===== src/rtl/aoi_pipe.sv =====
// aoi_pipe: valid/ready pipeline that evaluates a bitwise AND-OR-INVERT
// family function (AOI22 / OAI22 / AO22 / OA22) selected by mode.
//
// The result is computed once, when a transaction is captured into stage 0.
// The stages after it only carry the result forward.
//
// Each stage loads when it is empty or when its contents move forward in the
// same cycle. So bubbles compress behind a stalled output, and a full pipe
// with out_ready high streams one transaction per cycle.
//
// Optional feature: define AOI_PIPE_CNT_EN to add the 16-bit saturating
// completed-transaction counter on port txn_cnt.
//
// Parameters:
//   WIDTH  - operand / result width
//   STAGES - register stages between input and output (1..4)

module aoi_pipe #(
  parameter int WIDTH  = 4,
  parameter int STAGES = 2
) (
  input  logic             clk,
  input  logic             rst_n,
  input  logic             in_valid,
  output logic             in_ready,
  input  logic [WIDTH-1:0] a,
  input  logic [WIDTH-1:0] b,
  input  logic [WIDTH-1:0] c,
  input  logic [WIDTH-1:0] d,
  input  logic [1:0]       mode,
  output logic [WIDTH-1:0] y,
  output logic             out_valid,
  input  logic             out_ready
`ifdef AOI_PIPE_CNT_EN
  ,
  output logic [15:0]      txn_cnt
`endif
);

  localparam int LAST = STAGES - 1;

  // Function select encoding
  localparam logic [1:0] MODE_AOI22 = 2'b00;
  localparam logic [1:0] MODE_OAI22 = 2'b01;
  localparam logic [1:0] MODE_AO22  = 2'b10;
  localparam logic [1:0] MODE_OA22  = 2'b11;

  logic [STAGES-1:0] vld;
  logic [WIDTH-1:0]  dat [STAGES];
  logic [STAGES-1:0] rdy;
  logic [WIDTH-1:0]  func;

  logic              in_xfer;
  logic              out_xfer;

  // Bitwise function evaluation on the incoming operands
  always_comb begin
    func = '0;
    case (mode)
      MODE_AOI22: func = ~((a & b) | (c & d));
      MODE_OAI22: func = ~((a | b) & (c | d));
      MODE_AO22:  func = (a & b) | (c & d);
      MODE_OA22:  func = (a | b) & (c | d);
      default:    func = '0;
    endcase
  end

  // Ready chain: a stage may load when it is empty or its contents leave
  // this cycle. It is built from the output back toward the input, and a
  // scalar running term keeps the chain acyclic.
  always_comb begin
    logic r;
    r   = out_ready;
    rdy = '0;
    for (int i = LAST; i >= 0; i--) begin
      r      = !vld[i] || r;
      rdy[i] = r;
    end
  end

  // in_ready is held low while reset is asserted. The reset is synchronous,
  // so the valid bits alone would not force it low.
  assign in_ready  = rst_n && rdy[0];
  assign in_xfer   = in_valid && in_ready;
  assign out_valid = vld[LAST];
  assign y         = dat[LAST];
  assign out_xfer  = out_valid && out_ready;

  // Stage 0 captures the evaluated function on an input transfer
  always_ff @(posedge clk) begin
    if (!rst_n) begin
      vld[0] <= 1'b0;
      dat[0] <= '0;
    end else if (rdy[0]) begin
      vld[0] <= in_valid;
      if (in_valid) begin
        dat[0] <= func;
      end
    end
  end

  // Later stages carry the result. Payload is written only when valid data
  // arrives, so a bubble never disturbs the registers behind y.
  always_ff @(posedge clk) begin
    if (!rst_n) begin
      for (int i = 1; i < STAGES; i++) begin
        vld[i] <= 1'b0;
        dat[i] <= '0;
      end
    end else begin
      for (int i = 1; i < STAGES; i++) begin
        if (rdy[i]) begin
          vld[i] <= vld[i-1];
          if (vld[i-1]) begin
            dat[i] <= dat[i-1];
          end
        end
      end
    end
  end

`ifdef AOI_PIPE_CNT_EN
  logic [15:0] txn_cnt_q;

  // Completed-transaction counter. It saturates at all-ones and clears only
  // on reset.
  always_ff @(posedge clk) begin
    if (!rst_n) begin
      txn_cnt_q <= '0;
    end else if (out_xfer && (txn_cnt_q != 16'hFFFF)) begin
      txn_cnt_q <= txn_cnt_q + 16'd1;
    end
  end

  assign txn_cnt = txn_cnt_q;
`endif

endmodule


===== config.mk =====
export PLATFORM = sky130hd
export DESIGN_NAME = aoi_pipe
export DESIGN_NICKNAME = d
export VERILOG_FILES = /design/src/rtl/aoi_pipe.sv
export SDC_FILE = /design/constraint.sdc
export NUM_CORES = 1
export LEC_CHECK = 0
export BUFFER_PORTS_ARGS = -buffer_cell sky130_fd_sc_hd__buf_2
export CAP_MARGIN = 30
export CORE_AREA = 2 2 39 41
export CTS_CLUSTER_SIZE = 12
export DETAILED_ROUTE_END_ITERATION = 8
export DIE_AREA = 0 0 41 43
export PLACE_DENSITY = 0.82
export REMOVE_ABC_BUFFERS = 1
export SYNTH_ARGS = -nofsm -noshare
export SYNTH_HDL_FRONTEND = slang
export SYNTH_SLANG_ARGS = --single-unit

===== constraint.sdc =====
create_clock -name clk -period 1.6 [get_ports clk]
set_clock_uncertainty 0.2 [all_clocks]
set_input_delay 0.16 -clock clk [delete_from_list [all_inputs] [get_ports clk]]
set_output_delay 0.16 -clock clk [all_outputs]
set_load 0.03 [all_outputs]

==> reports/qor.yml <==
cp_cell_sequence: "nand3b_1, and2_1, buf_2"
hold_violations: 0
synthTopCellsByArea: "edfxtp_1 (44%), a221oi_2 (11%), dfxtp_1 (7.4%)"
period_share_pct: 93.4
cts-htree-levels: 1
p_total_uw: 607
first_pass_iters: 3
synth_area_leader_cell: "edfxtp_1"
drtAntennaViolNets: 0
ys_ff_latch: 10
rows: 14
cts.sinks: 10
max_freq_mhz: 669
cp_slowest_cell: "dfxtp_1"
gr-total-overflow: 0
yosysMostFrequentCell: "edfxtp_1"
routed_via_density: 4.99
track_usage_pct: 14.6
max_stage_delay_ns: 0.36
postCtsResizedCells: 0
final_nets: 103
grt_pass1_vias: 462
fin_cells: 96
p_per_area_nw_per_um2: 837
dp.cells: 91
first_iter_violations: 3
async_flop_share_pct: 0
timing.hold.ws_ns: 0.0107
post-dp-hpwl_um: 850
worst_pin_slew_ns: 0.206
ys_seq_area_share_pct: 51.5
cts_tree: "built"
postSynthCellCount: 49
ir_drop_v: 0.000390
clkPwrFrac_pct: 29.9
antenna_cells: 0
rsz0062_at_grt: "false"
status: "finished clean"
crit_family: "flip-flops"
setup_viol: 0
slew_headroom_pct: 86.3
grt_max_degree: 9
finalMaxSlewViolations: 0
clk_pin_slew_ns: 0.06
pin_count: 28
power.net_switching_uw: 158
synth_commonest_cells: "edfxtp_1 (8), inv_1 (6)"
fill_cells: 133
synth_edf_count: 8
drive_gt1_share_pct: 42.5
start_util_pct: 39.3
gp_congestion: 0.658
ys.flop_type: "edfxtp_1"
pwr-share-seq_pct: 50.4
crit_path_start_kind: "flop"
fp.dieH_um: 43
synth_warnings: 0
combPwrFrac_pct: 19.7
grt_pass1_wl_um: 1770
cp_num_buf_inv: 1
clk_path_buf_depth: 2
p_int_uw: 448
crit_arrival_ns: 1.14
synth_area_per_cell_um2: 11.1
die_w_um: 41
yosysTopAreaCellShare_pct: 44.1
cts_made_buffers: 3
cp.required_ns: 1.24
hold_class: "primary input to flop"
fin_crit_ns: 1.50
end_kind: "output pin"
tns_ns: 0
final.setup.worst_slack_ns: 0.105
crit_fanout: 5
crit_type: "flop to output pin"
clock_latency_ns: 0.26
final_area_um2: 724
coreArea_um2: 1380
power_leakage_nw: 0.334
port_buffers: 27
finish.utilization_pct: 52.4
cap_violations: 0
remaining_drc_errors: 0
die-area_um2: 1760
area_delta_synth_final_pct: 33.1
routed_wl_um: 1040
place_ws_ns: 0.328
vias: 479
ys_types: 17
syn_area_um2: 544
cts_root_buf: "clkbuf_4"
antenna_found_initial: 0
wl_per_cell_um: 10.8
swShare_pct: 26.1
place_area_um2: 688
path summary, 6_finish.rpt:
check / from / end / slack, ns / cells past startpoint
setup / recovery: vld[0] / in_ready / 0.10 / 3
hold / removal: rst_n / vld[0] / 0.01 / 2
setup reg to reg: vld[0] / dat[0][1] / 0.33 / 3
hold reg to reg: vld[0] / out_valid / 0.30 / 2
flip-flops by register name (all words and copies together) (netlist names):
signal	flops
dat	8
out_valid	1
vld	1
kinds of logic (layout without fill, tap and decap cells):
group / Yosys count / in the layout / share of synthesized area [%]
AND/OR/NAND/NOR: 14 / 14 / 12.9
flip-flops: 10 / 10 / 51.5
buffers and inverters: 7 / 38 / 6.21
multiplexers: 4 / 4 / 7.36
AO/OA/AOI/OAI: 14 / 14 / 22.1
power groups by stage:
stage	logic, mW	clock network (mW)	registers (mW)
after floorplan	0.0465	0	0.328
after CTS	0.120	0.186	0.306
after global placement	0.114	0	0.311
final	0.119	0.181	0.306
after global routing	0.133	0.194	0.308
after detailed placement	0.118	0	0.312
per-layer routing:
layer	vias to the layer above	wire length (um)	track usage (%)
li1	248	-	-
met2	9	578	24.4
met3	0	51	3.14
met4	0	0	8.00
met5	-	0	0
met1	222	410	15.9
placed cells by master (no fill, tap or decap), drive strengths merged, types with 2 or more instances in the layout:
cell type,n
mux2i,4
buf,27
nor2,4
inv,6
o22ai,4
a21boi,2
clkbuf,4
nand2,4
edfxtp,8
dfxtp,2
a21oi,4
a221oi,4
what timing repair did:
| action | CTS | global route |
|---|---|---|
| buffers inserted | 0 | 0 |
| hold buffers | 1 | 0 |
| endpoints found under the hold margin | 1 | 0 |
layout make-up:
type / instances / area, um2 / share of cell area, %
clock buffers: 4 / 26.3 / 3.63
inverters: 6 / 22.5 / 3.11
multi-input cells: 32 / 230 / 31.8
flip-flops and latches: 10 / 280 / 38.7
well taps: 16 / 20.0 / 2.76
repair buffers: 28 / 145 / 20.0
worst reg2reg max path, cell delays in order (launching register included):
cell and delay (ns):
dfxtp_1 0.36, nand3b_1 0.16, nand4_1 0.20, mux2i_1 0.10
Note: power is estimated with default switching activity, not from simulation.
